<file path="config.mk">
export PLATFORM = sky130hd
export DESIGN_NAME = uart_rx_core
export DESIGN_NICKNAME = d
export VERILOG_FILES = /design/src/rtl/uart_rx_core.sv
export SDC_FILE = /design/constraint.sdc
export NUM_CORES = 1
export LEC_CHECK = 0
export CAP_MARGIN = 20
export CORE_MARGIN = 8
export CORE_UTILIZATION = 50
export CTS_BUF_LIST = sky130_fd_sc_hd__clkbuf_2
export DETAILED_ROUTE_END_ITERATION = 16
export PLACE_DENSITY = 0.81
export SETUP_SLACK_MARGIN = 0.4
export SKIP_CTS_REPAIR_TIMING = 1
export SLEW_MARGIN = 20
export SYNTH_ARGS = -nofsm -noshare
export SYNTH_HDL_FRONTEND = slang
export SYNTH_SLANG_ARGS = --single-unit
</file>
<file path="constraint.sdc">
create_clock -name pclk -period 4.77 [get_ports pclk]
set_clock_uncertainty 0.2 [all_clocks]
set_input_delay 0.954 -clock pclk [delete_from_list [all_inputs] [get_ports pclk]]
set_output_delay 0.954 -clock pclk [all_outputs]
set_load 0.01 [all_outputs]
</file>
<file path="src/rtl/uart_rx_core.sv">
// UART receiver: 2-flop synchronized rx, programmable baud-tick oversampling,
// start/parity/stop checking, and a valid/ready byte output with error flags.
module uart_rx_core #(
    parameter int DATA_WIDTH = 8,
    parameter int OVERSAMPLE = 16,
    parameter int DIV_WIDTH  = 16
) (
    input  logic                  pclk,
    input  logic                  areset,
    input  logic [DIV_WIDTH-1:0]  baud_div,
    input  logic                  parity_en,
    input  logic                  parity_odd,
    input  logic                  stop_bits_2,
    input  logic                  rx,
    output logic [DATA_WIDTH-1:0] rx_data,
    output logic                  rx_valid,
    input  logic                  rx_ready,
    output logic                  parity_err,
    output logic                  frame_err,
    output logic                  overrun_err,
    output logic                  busy
);

    // Handshake: a byte transfers on every pclk edge where rx_valid && rx_ready;
    // rx_data and the error flags are held constant while rx_valid is high.

    localparam int SC_W = $clog2(OVERSAMPLE);
    localparam int BI_W = $clog2(DATA_WIDTH);
    localparam logic [SC_W-1:0] MID_START = SC_W'(OVERSAMPLE / 2 - 1);
    localparam logic [SC_W-1:0] MID_BIT   = SC_W'(OVERSAMPLE - 1);
    localparam logic [BI_W-1:0] LAST_BIT  = BI_W'(DATA_WIDTH - 1);

    typedef enum logic [2:0] {
        S_IDLE,
        S_START,
        S_DATA,
        S_PARITY,
        S_STOP1,
        S_STOP2
    } state_t;

    state_t                 state;
    logic                   rx_meta;
    logic                   rx_s;
    logic                   rx_prev;
    logic                   start_det;
    logic [DIV_WIDTH-1:0]   div_eff;
    logic [DIV_WIDTH-1:0]   tick_cnt;
    logic                   tick;
    logic [SC_W-1:0]        sc;
    logic                   mid;
    logic [BI_W-1:0]        bit_idx;
    logic [DATA_WIDTH-1:0]  shreg;
    logic                   cfg_par;
    logic                   cfg_odd;
    logic                   cfg_stop2;
    logic                   par_bad;
    logic                   stop1_bad;
    logic                   complete;
    logic                   frame_bad;
    logic                   load_ok;

    always_ff @(posedge pclk or negedge areset) begin
        if (!areset) begin
            rx_meta <= 1'b1;
            rx_s    <= 1'b1;
            rx_prev <= 1'b1;
        end else begin
            rx_meta <= rx;
            rx_s    <= rx_meta;
            rx_prev <= rx_s;
        end
    end

    // Edges are only looked for while idle; activity mid-frame is ignored.
    assign start_det = (state == S_IDLE) && rx_prev && !rx_s;

    assign div_eff = (baud_div == '0) ? DIV_WIDTH'(1) : baud_div;
    // >= keeps the counter from running the long way round if baud_div shrinks.
    assign tick    = (tick_cnt >= div_eff - DIV_WIDTH'(1));

    always_ff @(posedge pclk or negedge areset) begin
        if (!areset) begin
            tick_cnt <= '0;
        end else if (start_det || tick) begin
            tick_cnt <= '0;
        end else begin
            tick_cnt <= tick_cnt + DIV_WIDTH'(1);
        end
    end

    assign mid = tick && (sc == ((state == S_START) ? MID_START : MID_BIT));

    always_comb begin
        complete  = 1'b0;
        frame_bad = 1'b0;
        if (mid) begin
            case (state)
                S_STOP1: begin
                    if (!cfg_stop2) begin
                        complete  = 1'b1;
                        frame_bad = !rx_s;
                    end
                end
                S_STOP2: begin
                    complete  = 1'b1;
                    frame_bad = stop1_bad || !rx_s;
                end
                default: begin
                    complete  = 1'b0;
                    frame_bad = 1'b0;
                end
            endcase
        end
    end

    assign load_ok = !rx_valid || rx_ready;

    always_ff @(posedge pclk or negedge areset) begin
        if (!areset) begin
            state       <= S_IDLE;
            sc          <= '0;
            bit_idx     <= '0;
            shreg       <= '0;
            cfg_par     <= 1'b0;
            cfg_odd     <= 1'b0;
            cfg_stop2   <= 1'b0;
            par_bad     <= 1'b0;
            stop1_bad   <= 1'b0;
            rx_data     <= '0;
            rx_valid    <= 1'b0;
            parity_err  <= 1'b0;
            frame_err   <= 1'b0;
            overrun_err <= 1'b0;
            busy        <= 1'b0;
        end else begin
            overrun_err <= 1'b0;
            if (rx_valid && rx_ready) begin
                rx_valid <= 1'b0;
            end
            // A fresh load in the same cycle as an accept keeps rx_valid high.
            if (complete) begin
                if (load_ok) begin
                    rx_data    <= shreg;
                    rx_valid   <= 1'b1;
                    parity_err <= par_bad;
                    frame_err  <= frame_bad;
                end else begin
                    overrun_err <= 1'b1;
                end
            end

            if (tick) begin
                sc <= sc + SC_W'(1);
            end

            case (state)
                S_IDLE: begin
                    sc <= '0;
                    if (start_det) begin
                        state     <= S_START;
                        busy      <= 1'b1;
                        cfg_par   <= parity_en;
                        cfg_odd   <= parity_odd;
                        cfg_stop2 <= stop_bits_2;
                        par_bad   <= 1'b0;
                        stop1_bad <= 1'b0;
                    end
                end
                S_START: begin
                    if (mid) begin
                        sc <= '0;
                        if (rx_s) begin
                            state <= S_IDLE;
                            busy  <= 1'b0;
                        end else begin
                            state   <= S_DATA;
                            bit_idx <= '0;
                        end
                    end
                end
                S_DATA: begin
                    if (mid) begin
                        sc    <= '0;
                        shreg <= {rx_s, shreg[DATA_WIDTH-1:1]};
                        if (bit_idx == LAST_BIT) begin
                            state <= cfg_par ? S_PARITY : S_STOP1;
                        end else begin
                            bit_idx <= bit_idx + BI_W'(1);
                        end
                    end
                end
                S_PARITY: begin
                    if (mid) begin
                        sc      <= '0;
                        par_bad <= (^shreg) ^ rx_s ^ cfg_odd;
                        state   <= S_STOP1;
                    end
                end
                S_STOP1: begin
                    if (mid) begin
                        sc        <= '0;
                        stop1_bad <= !rx_s;
                        if (cfg_stop2) begin
                            state <= S_STOP2;
                        end else begin
                            state <= S_IDLE;
                            busy  <= 1'b0;
                        end
                    end
                end
                S_STOP2: begin
                    if (mid) begin
                        sc    <= '0;
                        state <= S_IDLE;
                        busy  <= 1'b0;
                    end
                end
                default: begin
                    state <= S_IDLE;
                    busy  <= 1'b0;
                end
            endcase
        end
    end

endmodule

</file>
==> flow_metrics.py <==
metrics = {
    "run_status": {
        "outcome": "finished clean",
    },
    "pwr": {
        "powerDensity_nw_per_um2": 224.9,
        "p_leak_nw": 1.963,
        "total_power_uw": 908.2,
        "p_int_uw": 632.5,
        "p_clk_frac": 0.216,
        "seq_power_share": 0.585,
        "ir_drop_mv": 0.1701,
        "sw_frac_of_total": 0.3036,
        "p_sw_uw": 275.8,
        "combPwrFrac": 0.199,
    },
    "floorplan": {
        "die_w_um": 97.22,
        "ios": 36,
        "die_area_um2": 9451,
        "die_y_um": 97.22,
        "num_rows": 29,
        "core_um2": 6350,
        "start_util": 0.5194,
    },
    "critical_path": {
        "critPathTopFamily": "simple AND/OR/NAND/NOR gates",
        "critPathMostFrequentCell": "nor2_1",
        "crit_chain": "clkdlybuf4s50_1 > nor4_4 > nand3b_1 > nor2_1 > nor2_1 > ha_2 > inv_2 > or3_4 > xor2_2 > ha_1 > a41o_1 > a21oi_1 > o31ai_1 > a211o_2 > nand3_4 > nand2b_4 > mux2_4",
        "crit_required_ps": 4940,
        "regToRegStartpoint": "tick_cnt[0]",
        "end_kind": "register",
        "cp_slowest_stage_delay_ps": 540,
        "critPathMaxFanout": 5,
        "ff2ff_path_depth": 9,
        "critPathKind": "input port to register",
        "critPathBufInv": 2,
        "slowest_stage": "clkdlybuf4s50_1",
        "reg2reg_slack_ps": 2010,
        "cp-start-kind": "input port",
        "r2r_end": "frame_err",
        "cp.arrival_ps": 4440,
    },
    "timing": {
        "drv_slew": 0,
        "relSlewSlack": 0.6451,
        "rsz0062_at_grt": "no",
        "period_needed_ps": 4266,
        "setup_viol": 0,
        "fmaxAchievable_ghz": 0.2344,
        "finalHoldViolations": 0,
        "period_share": 0.8942,
        "worstMarginPinSlew_ps": 532.4,
        "hold_ws_ps": 148.0,
    },
    "routing": {
        "drt_first_pass_iters": 4,
        "ant_nets": 0,
        "vias": 2546,
        "vias_per_cell": 5.547,
        "drtIter0Drc": 86,
        "avgRoutedWirePerCell_um": 15.61,
        "drcViolationCount": 0,
        "totalWireLength_um": 7166,
    },
    "clocking": {
        "root_buffer": "clkbuf_2",
        "htreeDepth": 2,
        "clock_tree.buffer_depth": 2,
        "insertion_delay_ps": 470,
        "cts_made_buffers": 5,
        "clock-sinks": 55,
        "clk_pin_slew_ps": 290,
        "cts_tree": "done",
    },
    "synthesis": {
        "netlist_instances": 321,
        "ys_warn_count": 0,
        "async_flop_share": 1.000,
        "syn_area_um2": 3298,
        "yosysUniqueCellTypes": 49,
        "synth-seq-area-share": 0.4184,
        "synth.top_cell.area_share": 0.3945,
        "synth.area.top_cells": "dfrtp_1, ha_1, xnor2_1",
        "synth_nets": 365,
        "synth_top_area_cell": "dfrtp_1",
        "syn-mean-instance-area_um2": 10.27,
        "synthFlopType": "dfrtp_1",
        "ys_ff_latch": 55,
        "synth-edff-count": 0,
    },
    "final_layout": {
        "area_growth_pct": 22.42,
        "fin_util": 0.6359,
        "antenna_cells": 0,
        "drive_above_1_share": 0.2173,
        "stdcell_count": 459,
        "nets": 425,
    },
    "placed_design": {
        "io_buffer_count": 35,
        "dp_cells": 446,
        "place.gp.congestion": 0.8605,
        "dp_hpwl_um": 5249,
    },
    "global_route": {
        "grt_pass1_vias": 2619,
        "overflow": 0,
        "grt_pass1_wl_um": 12110,
        "track_usage": 0.1481,
        "grt_max_degree": 40,
        "antenna_found_initial": 0,
    },
    "min_path": {
        "hold_path_class": "input port to asynchronous set/reset pin",
    },
    "run": {
        "cap_violations": 0,
    },
}
==> cells by family (layout without fill, tap and decap cells) <==
| group | after synthesis | count (layout) | synth area share |
|---|---|---|---|
| and+or+nand+nor | 121 | 122 | 0.1893 |
| DFF | 55 | 55 | 0.4184 |
| AOI/OAI and AO/OA | 41 | 41 | 0.08269 |
| xor gates and xnor gates | 37 | 37 | 0.09825 |
| muxes | 26 | 26 | 0.09977 |
| adders and majority gates | 21 | 21 | 0.07967 |
| buffers and inverters | 20 | 80 | 0.03187 |
==> layout by cell type, fill, tap and decap left out, types with 3 or more instances in the layout <==
cell type | synthesis | routed
xor2_1 | 16 | 15
mux2_2 | 11 | 11
or3_1 | 7 | 3
and3_1 | 4 | 3
ha_1 | 21 | 20
dlymetal6s2s_1 | 0 | 9
nand2b_1 | 5 | 5
mux2i_1 | 4 | 4
dfstp_2 | 3 | 3
dfrtp_1 | 52 | 52
clkbuf_2 | 0 | 5
or3_4 | 1 | 5
nor2_1 | 39 | 39
nor3_1 | 6 | 5
inv_1 | 8 | 7
a21oi_1 | 12 | 12
o31ai_1 | 4 | 4
nand4_1 | 8 | 8
nor2b_1 | 3 | 3
nand3_1 | 11 | 10
clkdlybuf4s50_1 | 0 | 25
nand2_1 | 23 | 23
buf_4 | 1 | 27
mux2_4 | 11 | 11
o21ai_0 | 7 | 7
xnor2_1 | 21 | 21
==> how the worst max path moves through the flow <==
stage	from	to	depth (start not counted)
6_report	baud_div[14]	frame_err	17
5_1_grt	baud_div[11]	rx_data[4]	18
4_1_cts	baud_div[10]	par_bad	19
3_5_place_dp	baud_div[10]	par_bad	19
3_3_place_gp	baud_div[6]	rx_data[4]	18
2_1_floorplan	baud_div[2]	frame_err	19
==> routing by layer <==
metal	wire (µm)	global-route usage	up-vias
met5	0	0	-
met4	100	0.03497	0
met3	384	0.03770	11
met2	3479	0.2568	63
met1	3201	0.1784	1226
li1	-	-	1246
==> registers in the layout, summed over array words and instances, names as in the netlist <==
name         cells
rx_data          8
shreg            8
rx_valid         1
rx_prev          1
cfg_stop2        1
overrun_err      1
cfg_par          1
cfg_odd          1
sc               4
bit_idx          3
par_bad          1
rx_s             1
rx_meta          1
stop1_bad        1
frame_err        1
busy             1
parity_err       1
tick_cnt        16
state            3
==> worst register-to-register path, stage by stage (launching register included) <==
cell and delay (ps):
dfrtp_1 460, inv_1 60, ha_1 280, nand2b_1 150
a2111oi_2 360, o31ai_1 130, a211o_2 420, nand3_4 100
nand2b_4 200, mux2_4 310
==> Yosys cell counts (7+ instances only) <==
cell	n
dfrtp_1	52
nor2_1	39
nand2_1	23
ha_1	21
xnor2_1	21
xor2_1	16
a21oi_1	12
mux2_2	11
mux2_4	11
nand3_1	11
inv_1	8
nand4_1	8
o21ai_0	7
or3_1	7
==> power groups by stage <==
stage          clock network (mW)  registers, mW  logic, mW
2_1_floorplan                   0          0.528      0.117
3_3_place_gp                    0          0.537      0.170
3_5_place_dp                    0          0.539      0.178
4_1_cts                     0.204          0.531      0.181
5_1_grt                     0.223          0.536      0.206
6_report                    0.197          0.531      0.181
==> stage by stage <==
stage               worst slack (ps)  TNS (ps)  area [µm²]
floorplan                      400.1         0        3323
global route                   418.9         0        4038
detailed placement            -160.0     -3372        3874
CTS                            341.0         0        3926
finish                         504.5         0        4038
global placement              -22.59    -223.5        3874
==> final cells by class <==
class,instances,area [µm²]
Clock buffer,5,25.02
Clock inverter,3,27.53
Fill cell,493,2312
Inverter,9,33.78
Multi-Input combinational cell,247,1893
Sequential cell,55,1380
Tap cell,77,96.34
Timing Repair Buffer,63,581.8
Note: power is estimated with default switching activity, not from simulation.
